$ cat config.mk
export PLATFORM = sky130hd
export DESIGN_NAME = multicycle_ctrl
export DESIGN_NICKNAME = d
export VERILOG_FILES = /design/src/rtl/mips_pkg.sv /design/src/rtl/multicycle_ctrl.sv
export SDC_FILE = /design/constraint.sdc
export NUM_CORES = 1
export LEC_CHECK = 0
export ABC_CLOCK_PERIOD_IN_PS = 1470
export CAP_MARGIN = 10
export CORE_ASPECT_RATIO = 0.75
export CORE_MARGIN = 2
export CORE_UTILIZATION = 38
export DETAILED_ROUTE_END_ITERATION = 12
export GPL_ROUTABILITY_DRIVEN = 0
export PLACE_DENSITY = 0.74
export SLEW_MARGIN = 40
export SYNTH_ARGS = -nofsm -noshare
export SYNTH_HDL_FRONTEND = slang
export SYNTH_SLANG_ARGS = --single-unit
$ cat constraint.sdc
create_clock -name clk -period 1.47 [get_ports clk]
set_input_delay 0.294 -clock clk [delete_from_list [all_inputs] [get_ports clk]]
set_output_delay 0.294 -clock clk [all_outputs]
set_load 0.02 [all_outputs]
$ cat src/rtl/mips_pkg.sv
// ----------------------------------------------------------------------------
// mips_pkg
// Shared definitions for the MIPS control logic: opcode encodings, the 3-bit
// ALU operation codes handed to the ALU decoder, and the state encoding of the
// multicycle controller.
// ----------------------------------------------------------------------------
package mips_pkg;

    // Opcodes (instr[31:26])
    localparam logic [5:0] OP_RTYPE = 6'b000000;
    localparam logic [5:0] OP_LW    = 6'b100011;
    localparam logic [5:0] OP_SW    = 6'b101011;
    localparam logic [5:0] OP_BEQ   = 6'b000100;
    localparam logic [5:0] OP_BNE   = 6'b000101;
    localparam logic [5:0] OP_ADDI  = 6'b001000;
    localparam logic [5:0] OP_ORI   = 6'b001101;
    localparam logic [5:0] OP_ANDI  = 6'b001100;
    localparam logic [5:0] OP_J     = 6'b000010;

    // ALU operation requested from the ALU decoder
    localparam logic [2:0] ALUOP_ADD   = 3'b000;
    localparam logic [2:0] ALUOP_SUB   = 3'b001;
    localparam logic [2:0] ALUOP_FUNCT = 3'b010;
    localparam logic [2:0] ALUOP_OR    = 3'b011;
    localparam logic [2:0] ALUOP_AND   = 3'b100;

    // Multicycle controller states; codes 12..15 are unused
    typedef enum logic [3:0] {
        S_FETCH   = 4'd0,
        S_DECODE  = 4'd1,
        S_MEMADR  = 4'd2,
        S_MEMRD   = 4'd3,
        S_MEMWB   = 4'd4,
        S_MEMWR   = 4'd5,
        S_RTYPEEX = 4'd6,
        S_RTYPEWB = 4'd7,
        S_BRANCH  = 4'd8,
        S_IMMEX   = 4'd9,
        S_IMMWB   = 4'd10,
        S_JUMP    = 4'd11
    } ctrl_state_t;

endpackage

$ cat src/rtl/multicycle_ctrl.sv
// ----------------------------------------------------------------------------
// multicycle_ctrl
// Moore FSM sequencing a shared single-ALU / single-memory multicycle MIPS
// datapath, one instruction at a time.
//
// Handshake: mem_ready is a completion strobe. In FETCH, MEMRD and MEMWR the
// controller holds its outputs (address select, write strobe) unchanged and
// stays in the state until it sees mem_ready=1 at a rising edge; that edge
// completes the access and advances the FSM. In every other state mem_ready
// is ignored. With USE_MEM_READY=0 every access completes in one cycle.
//
// Ports:
//   clk, reset         clock (rising edge), synchronous active-high reset
//   op                 opcode from the instruction register
//   zero               ALU zero flag (branch resolution)
//   mem_ready          memory completes the current access this cycle
//   irwrite, pcwrite   instruction register load, unconditional PC write
//   pcen               final PC enable including branch resolution
//   branch, bne        beq / bne compare active
//   iord, memwrite     memory address select, memory write strobe
//   regwrite, regdst   register-file write, destination select (1 = rd)
//   memtoreg           write-back data from memory data register
//   alusrca, alusrcb   ALU operand selects
//   pcsrc, aluop       next-PC select, ALU operation
//   immext             1 = zero-extend immediate
//   illegal_op         unsupported opcode seen in DECODE
//   state_o            current state, for debug
// ----------------------------------------------------------------------------
module multicycle_ctrl
    import mips_pkg::*;
#(
    parameter bit USE_MEM_READY = 1'b1
) (
    input  logic       clk,
    input  logic       reset,
    input  logic [5:0] op,
    input  logic       zero,
    input  logic       mem_ready,
    output logic       irwrite,
    output logic       pcwrite,
    output logic       pcen,
    output logic       branch,
    output logic       bne,
    output logic       iord,
    output logic       memwrite,
    output logic       regwrite,
    output logic       regdst,
    output logic       memtoreg,
    output logic       alusrca,
    output logic [1:0] alusrcb,
    output logic [1:0] pcsrc,
    output logic [2:0] aluop,
    output logic       immext,
    output logic       illegal_op,
    output logic [3:0] state_o
);

    ctrl_state_t state;
    ctrl_state_t state_next;
    logic [5:0]  op_q;
    logic        mem_done;

    // Raw (ungated) versions of the signals that reset must suppress.
    logic        irwrite_raw;
    logic        pcwrite_raw;
    logic        branch_raw;
    logic        bne_raw;
    logic        memwrite_raw;
    logic        regwrite_raw;
    logic        illegal_raw;

    logic        imm_zext;

    assign mem_done = USE_MEM_READY ? mem_ready : 1'b1;

    // ori/andi zero-extend; addi sign-extends. Held through write-back so the
    // immediate path stays stable until the register write completes.
    assign imm_zext = (op_q == OP_ORI) || (op_q == OP_ANDI);

    // ------------------------------------------------------------------------
    // State and opcode registers
    // ------------------------------------------------------------------------
    always_ff @(posedge clk) begin
        if (reset) begin
            state <= S_FETCH;
            op_q  <= 6'd0;
        end else begin
            state <= state_next;
            if (state == S_DECODE) begin
                op_q <= op;
            end
        end
    end

    // ------------------------------------------------------------------------
    // Next-state and output decode
    // ------------------------------------------------------------------------
    always_comb begin
        state_next   = S_FETCH;
        irwrite_raw  = 1'b0;
        pcwrite_raw  = 1'b0;
        branch_raw   = 1'b0;
        bne_raw      = 1'b0;
        memwrite_raw = 1'b0;
        regwrite_raw = 1'b0;
        illegal_raw  = 1'b0;
        iord         = 1'b0;
        regdst       = 1'b0;
        memtoreg     = 1'b0;
        alusrca      = 1'b0;
        alusrcb      = 2'b00;
        pcsrc        = 2'b00;
        aluop        = ALUOP_ADD;
        immext       = 1'b0;

        case (state)
            S_FETCH: begin
                // PC + 4 computed by the ALU while the instruction is read.
                alusrcb     = 2'b01;
                irwrite_raw = mem_done;
                pcwrite_raw = mem_done;
                state_next  = mem_done ? S_DECODE : S_FETCH;
            end

            S_DECODE: begin
                // Branch target PC + (imm << 2) precomputed into ALUOut.
                alusrcb = 2'b11;
                // op_q is not yet valid here, so dispatch on the live opcode.
                case (op)
                    OP_LW, OP_SW:              state_next = S_MEMADR;
                    OP_RTYPE:                  state_next = S_RTYPEEX;
                    OP_BEQ, OP_BNE:            state_next = S_BRANCH;
                    OP_ADDI, OP_ORI, OP_ANDI:  state_next = S_IMMEX;
                    OP_J:                      state_next = S_JUMP;
                    default: begin
                        state_next  = S_FETCH;
                        illegal_raw = 1'b1;
                    end
                endcase
            end

            S_MEMADR: begin
                alusrca    = 1'b1;
                alusrcb    = 2'b10;
                state_next = (op_q == OP_SW) ? S_MEMWR : S_MEMRD;
            end

            S_MEMRD: begin
                iord       = 1'b1;
                state_next = mem_done ? S_MEMWB : S_MEMRD;
            end

            S_MEMWB: begin
                memtoreg     = 1'b1;
                regwrite_raw = 1'b1;
                state_next   = S_FETCH;
            end

            S_MEMWR: begin
                iord         = 1'b1;
                memwrite_raw = 1'b1;
                state_next   = mem_done ? S_FETCH : S_MEMWR;
            end

            S_RTYPEEX: begin
                alusrca    = 1'b1;
                aluop      = ALUOP_FUNCT;
                state_next = S_RTYPEWB;
            end

            S_RTYPEWB: begin
                regdst       = 1'b1;
                regwrite_raw = 1'b1;
                state_next   = S_FETCH;
            end

            S_BRANCH: begin
                alusrca    = 1'b1;
                aluop      = ALUOP_SUB;
                pcsrc      = 2'b01;
                branch_raw = (op_q == OP_BEQ);
                bne_raw    = (op_q == OP_BNE);
                state_next = S_FETCH;
            end

            S_IMMEX: begin
                alusrca = 1'b1;
                alusrcb = 2'b10;
                immext  = imm_zext;
                if (op_q == OP_ORI) begin
                    aluop = ALUOP_OR;
                end else if (op_q == OP_ANDI) begin
                    aluop = ALUOP_AND;
                end else begin
                    aluop = ALUOP_ADD;
                end
                state_next = S_IMMWB;
            end

            S_IMMWB: begin
                immext       = imm_zext;
                regwrite_raw = 1'b1;
                state_next   = S_FETCH;
            end

            S_JUMP: begin
                pcsrc       = 2'b10;
                pcwrite_raw = 1'b1;
                state_next  = S_FETCH;
            end

            default: begin
                // Unused encodings: everything stays at its zero default.
                state_next = S_FETCH;
            end
        endcase
    end

    // ------------------------------------------------------------------------
    // Reset gating of every side-effecting strobe, then PC enable
    // ------------------------------------------------------------------------
    assign irwrite    = ~reset & irwrite_raw;
    assign pcwrite    = ~reset & pcwrite_raw;
    assign branch     = ~reset & branch_raw;
    assign bne        = ~reset & bne_raw;
    assign memwrite   = ~reset & memwrite_raw;
    assign regwrite   = ~reset & regwrite_raw;
    assign illegal_op = ~reset & illegal_raw;

    assign pcen = pcwrite | (branch & zero) | (bne & ~zero);

    assign state_o = state;

endmodule
==> qor.yml, run 1 <==
run_status:
  haltStage: "clock tree synthesis"
  outcome: "stopped before the end"
  firstError: "[ERROR DPL-0038] Utilization greater than 100%, impossible to legalize"
clocking:
  clock_sinks: 10
  ctsRootBufferMaster: "clkbuf_4"
  cts_buffer_depth: 2
  post_cts_buffers: 14
  cts_made_buffers: 3
  cts-hold-fix-buffers: 0
  htree_levels: 1
  ctsResizeCount: 193
placed_design:
  dpl.cell_count: 222
  hpwl_mm: 2.60
  port_buffers: 33
yosys:
  ys_seq_area_frac: 0.235
  yosysWarnings: 0
  syn_area_um2: 851
  syn_inst: 120
  syn-num-nets: 130
  ys.flop_type: "dfxtp_1"
  synth_edf_count: 0
  ys_types: 38
  synth-seq-cells: 10
  syn-mean-instance-area_um2: 7.09
  async_flop_share: 0
floorplanning:
  start_util: 0.412
  num_rows: 14
  die_width_um: 58.6
  die-height_um: 45.0
  pin_count: 34
==> metrics by stage <==
| step | worst slack [ns] | TNS [ns] | area, µm² | util | hold WS, ns |
|---|---|---|---|---|---|
| after global placement | -0.979 | -11.82 | 1710 | 0.828 | 0.576 |
| after floorplan | -0.285 | -1.42 | 1000 | - | 0.362 |
| after detailed placement | -1.00 | -12.41 | 1710 | 0.828 | 0.590 |
==> logic make-up after synthesis <==
kind of cell | Yosys count | synth area share
buffers and inverters | 12 | 0.0662
DFF | 10 | 0.235
AOI/OAI and AO/OA | 27 | 0.246
and+or+nand+nor | 68 | 0.422
xor gates and xnor gates | 3 | 0.0309
==> cells in the mapped netlist (2+ instances only) <==
library cell / number / area [µm²]
a21oi_1: 8 / 40.0
a31oi_1: 3 / 18.8
and3_1: 2 / 12.5
buf_2: 3 / 15.0
clkbuf_1: 3 / 11.3
dfxtp_1: 10 / 200
inv_1: 4 / 15.0
nand2_1: 17 / 63.8
nand2b_1: 9 / 56.3
nand3_1: 4 / 20.0
nor2_1: 14 / 52.6
nor3_1: 6 / 30.0
nor3b_1: 2 / 15.0
nor4_1: 2 / 12.5
nor4b_1: 2 / 17.5
o21ai_0: 4 / 20.0
o21bai_1: 2 / 15.0
o31ai_1: 2 / 15.0
or3_1: 2 / 12.5
or3b_1: 2 / 17.5
xnor2_1: 2 / 17.5
==> run 2: changes to the inputs <==
==> config.mk (replaced) <==
export PLATFORM = sky130hd
export DESIGN_NAME = multicycle_ctrl
export DESIGN_NICKNAME = d
export VERILOG_FILES = /design/src/rtl/mips_pkg.sv /design/src/rtl/multicycle_ctrl.sv
export SDC_FILE = /design/constraint.sdc
export NUM_CORES = 1
export LEC_CHECK = 0
export ABC_CLOCK_PERIOD_IN_PS = 1900
export CAP_MARGIN = 10
export CORE_AREA = 2 2 63 65
export DETAILED_ROUTE_END_ITERATION = 12
export DIE_AREA = 0 0 65 67
export GPL_ROUTABILITY_DRIVEN = 0
export PLACE_DENSITY_LB_ADDON = 0.15
export SLEW_MARGIN = 40
export SYNTH_ARGS = -nofsm -noshare
export SYNTH_HDL_FRONTEND = slang
export SYNTH_SLANG_ARGS = --single-unit
==> constraint.sdc (replaced) <==
create_clock -name clk -period 1.9 [get_ports clk]
set_input_delay 0.38 -clock clk [delete_from_list [all_inputs] [get_ports clk]]
set_output_delay 0.38 -clock clk [all_outputs]
set_load 0.02 [all_outputs]
==> run 2 against run 1 <==
Effect of this change: synthesized area unchanged; the flow now finishes, with violations (negative setup slack); synthesized cell count unchanged.
==> qor.yml, run 2 <==
yosys:
  ys.flop_type: "dfxtp_1"  # unchanged
  syn_inst: 120  # unchanged
  ys_types: 38  # unchanged
  synth_edf_count: 0  # unchanged
  syn_area_um2: 851  # unchanged
  syn-mean-instance-area_um2: 7.09  # unchanged
  async_flop_share: 0  # unchanged
  yosysWarnings: 0  # unchanged
  syn-num-nets: 130  # unchanged
  synth_most_common_cell: "nand2_1"  # unchanged
  synth_top_area_share: 0.235  # unchanged
  yosysTopAreaCell: "dfxtp_1"  # unchanged
  ys_seq_area_frac: 0.235  # unchanged
  synth-seq-cells: 10  # unchanged
  synth.area.top_cells: "dfxtp_1 24%, nand2_1 7.5%, nand2b_1 6.6%"  # unchanged
  yosys-top-cells-count: "17 x nand2_1, 14 x nor2_1, 10 x dfxtp_1"  # unchanged
worst_setup_path:
  cp-end-kind: "primary output"
  critical_path.top_delay_family: "simple AND/OR/NAND/NOR gates"
  worst_path_max_delay_cell: "or3_1"
  cpPeakStageDelay_ns: 0.38
  criticalPathCategory: "register to primary output"
  crit_buf_inv: 2
  cp.arrival_ns: 1.70
  start_kind: "register"
  cp_max_fo: 2
  crit_top_cell: "buf_4"
  crit_required_ns: 1.52
  worstPathCellList: "nor4b_4, buf_4, nand4_1, or3_1, o21ai_1, buf_4"
final_layout:
  fin_nets: 208
  layout_common_cells: "52 x buf_4, 17 x nand2_1, 10 x nor2_1"
  largest_reg_flops: 6
  layout-drive-gt1-share: 0.492
  final_common_cell: "buf_4"
  regMostFlops: "op_q"
  area_growth_pct: 103
  antennaDiodeCount: 0
  finalNonFillerCells: 245
clocking:
  htree_levels: 1  # unchanged
  cts-hold-fix-buffers: 0  # unchanged
  tritoncts: "done"
  ctsRootBufferMaster: "clkbuf_8"  # was clkbuf_4
  cts_buffer_depth: 2  # unchanged
  clk_latency_ns: 0.23
  cts_made_buffers: 3  # unchanged
  cts.clk_slew.worst_paths_ns: 0.05
  clock_sinks: 10  # unchanged
route:
  vias_per_cell: 4.77
  drt-initial-drc-count: 31
  num_vias: 1169
  ant_nets: 0
  wirelength_mm: 3.23
  drt_pre_antenna_iters: 4
  avgRoutedWirePerCell_um: 13.2
  drc: 0
hold_path:
  min_path_type: "input port to register"
sta:
  layout_setup_ws_ns: -0.180
  slew_headroom: 0.724
  fin_crit_ns: 2.08
  fin_hold_ws_ns: 0.526
  hold_viol: 0
  finalClockSkew_ns: 0.000547
  fmax_mhz: 481
  period_share: 1.09
  tightest_slew_ns: 0.410
  setup_viol_count_final: 2
  rsz0062_at_grt: "true"
  slew_violations: 0
placed_design:
  port_buffers: 33  # unchanged
  dpl.cell_count: 240  # was 222
  hpwl_mm: 2.53  # was 2.60 mm
  place_ws_ns: -0.694  # was -1.00 ns
run_status:
  outcome: "finished, violations left"  # was stopped before the end
  violations: "negative setup slack"
floorplanning:
  start_util: 0.236  # was 0.412
  die_width_um: 65  # was 58.6 µm
  pin_count: 34  # unchanged
  die-height_um: 67  # was 45.0 µm
  coreArea_um2: 3610
  num_rows: 22  # was 14
  fp.dieArea_um2: 4360
global_route:
  grt_max_degree: 10
  grt_first_pass_wirelength_mm: 5.23
  first_global_vias: 1132
  grt_antenna_before_repair: 0
  groute.usage.overall: 0.156
  grt_overflow: 0
run:
  cap_viol_max_count: 0
pwr:
  ir_drop_mv: 0.347
  p_leak_nw: 0.770
  power_density_nw_per_um2: 416
run 2: final cells by class:
class / instances / area (µm²)
Fill cell: 376 / 1880
Multi-Input combinational cell: 98 / 749
Timing Repair Buffer: 81 / 643
Sequential cell: 10 / 205
Tap cell: 48 / 60.1
Clock buffer: 4 / 55.1
Inverter: 4 / 15.0
run 2: path summary, 6_finish.rpt:
kind	startpoint	slack [ns]	cells past startpoint	endpoint
max	op_q[5]	-0.18	6	aluop[1]
min reg2reg	op_q[2]	0.59	3	op_q[2]
max reg2reg	state_o[1]	0.35	5	state_o[2]
min	reset	0.53	3	state_o[0]
run 2: cell families after synthesis:
logic type / share of synthesized area
DFF: 0.235
AOI/OAI and AO/OA: 0.246
buffers and inverters: 0.0662
and+or+nand+nor: 0.422
xor gates and xnor gates: 0.0309
run 2: worst reg2reg max path: cells and delay by family (launching register included):
kind	cells	cell delay, ns
compound gates	2	0.55
buf+inv	2	0.31
flops	1	0.30
simple gates	1	0.26
run 2: layer usage:
| metal | wire [µm] | track usage | vias to the layer above |
|---|---|---|---|
| met4 | 84 | 0.0665 | 0 |
| met3 | 162 | 0.0186 | 9 |
| met1 | 1390 | 0.187 | 532 |
| met2 | 1590 | 0.278 | 43 |
| li1 | - | - | 585 |
| met5 | 0 | 0 | - |
run 2: timing repair:
item | CTS | global route
gates resized for setup | 87 | 33
setup buffers | 1 | 0
endpoints found under the setup margin | 22 | 16
cloned | 0 | 0
hold endpoints to repair | 0 | 0
pin swaps | 8 | 8
run 2: metrics by stage:
stage / util / setup TNS, ns / cell area, µm² / total power, W
2_1_floorplan: - / -0.119 / 888 / 0.000317
3_3_place_gp: 0.444 / -5.26 / 1600 / 0.000440
3_5_place_dp: 0.444 / -5.78 / 1600 / 0.000443
4_1_cts: 0.464 / -0.522 / 1670 / 0.000711
5_1_grt: 0.479 / -0.670 / 1730 / 0.000752
6_report: 0.479 / -0.307 / 1730 / 0.000719
run 2: report_power, final:
part | total [W] | switching, W | internal (W)
Sequential | 0.000227 | 0.00000707 | 0.000220
Combinational | 0.000230 | 0.000111 | 0.000119
Clock | 0.000262 | 0.0000797 | 0.000182
Total | 0.000719 | 0.000198 | 0.000521
Note: power is estimated with default switching activity, not from simulation.
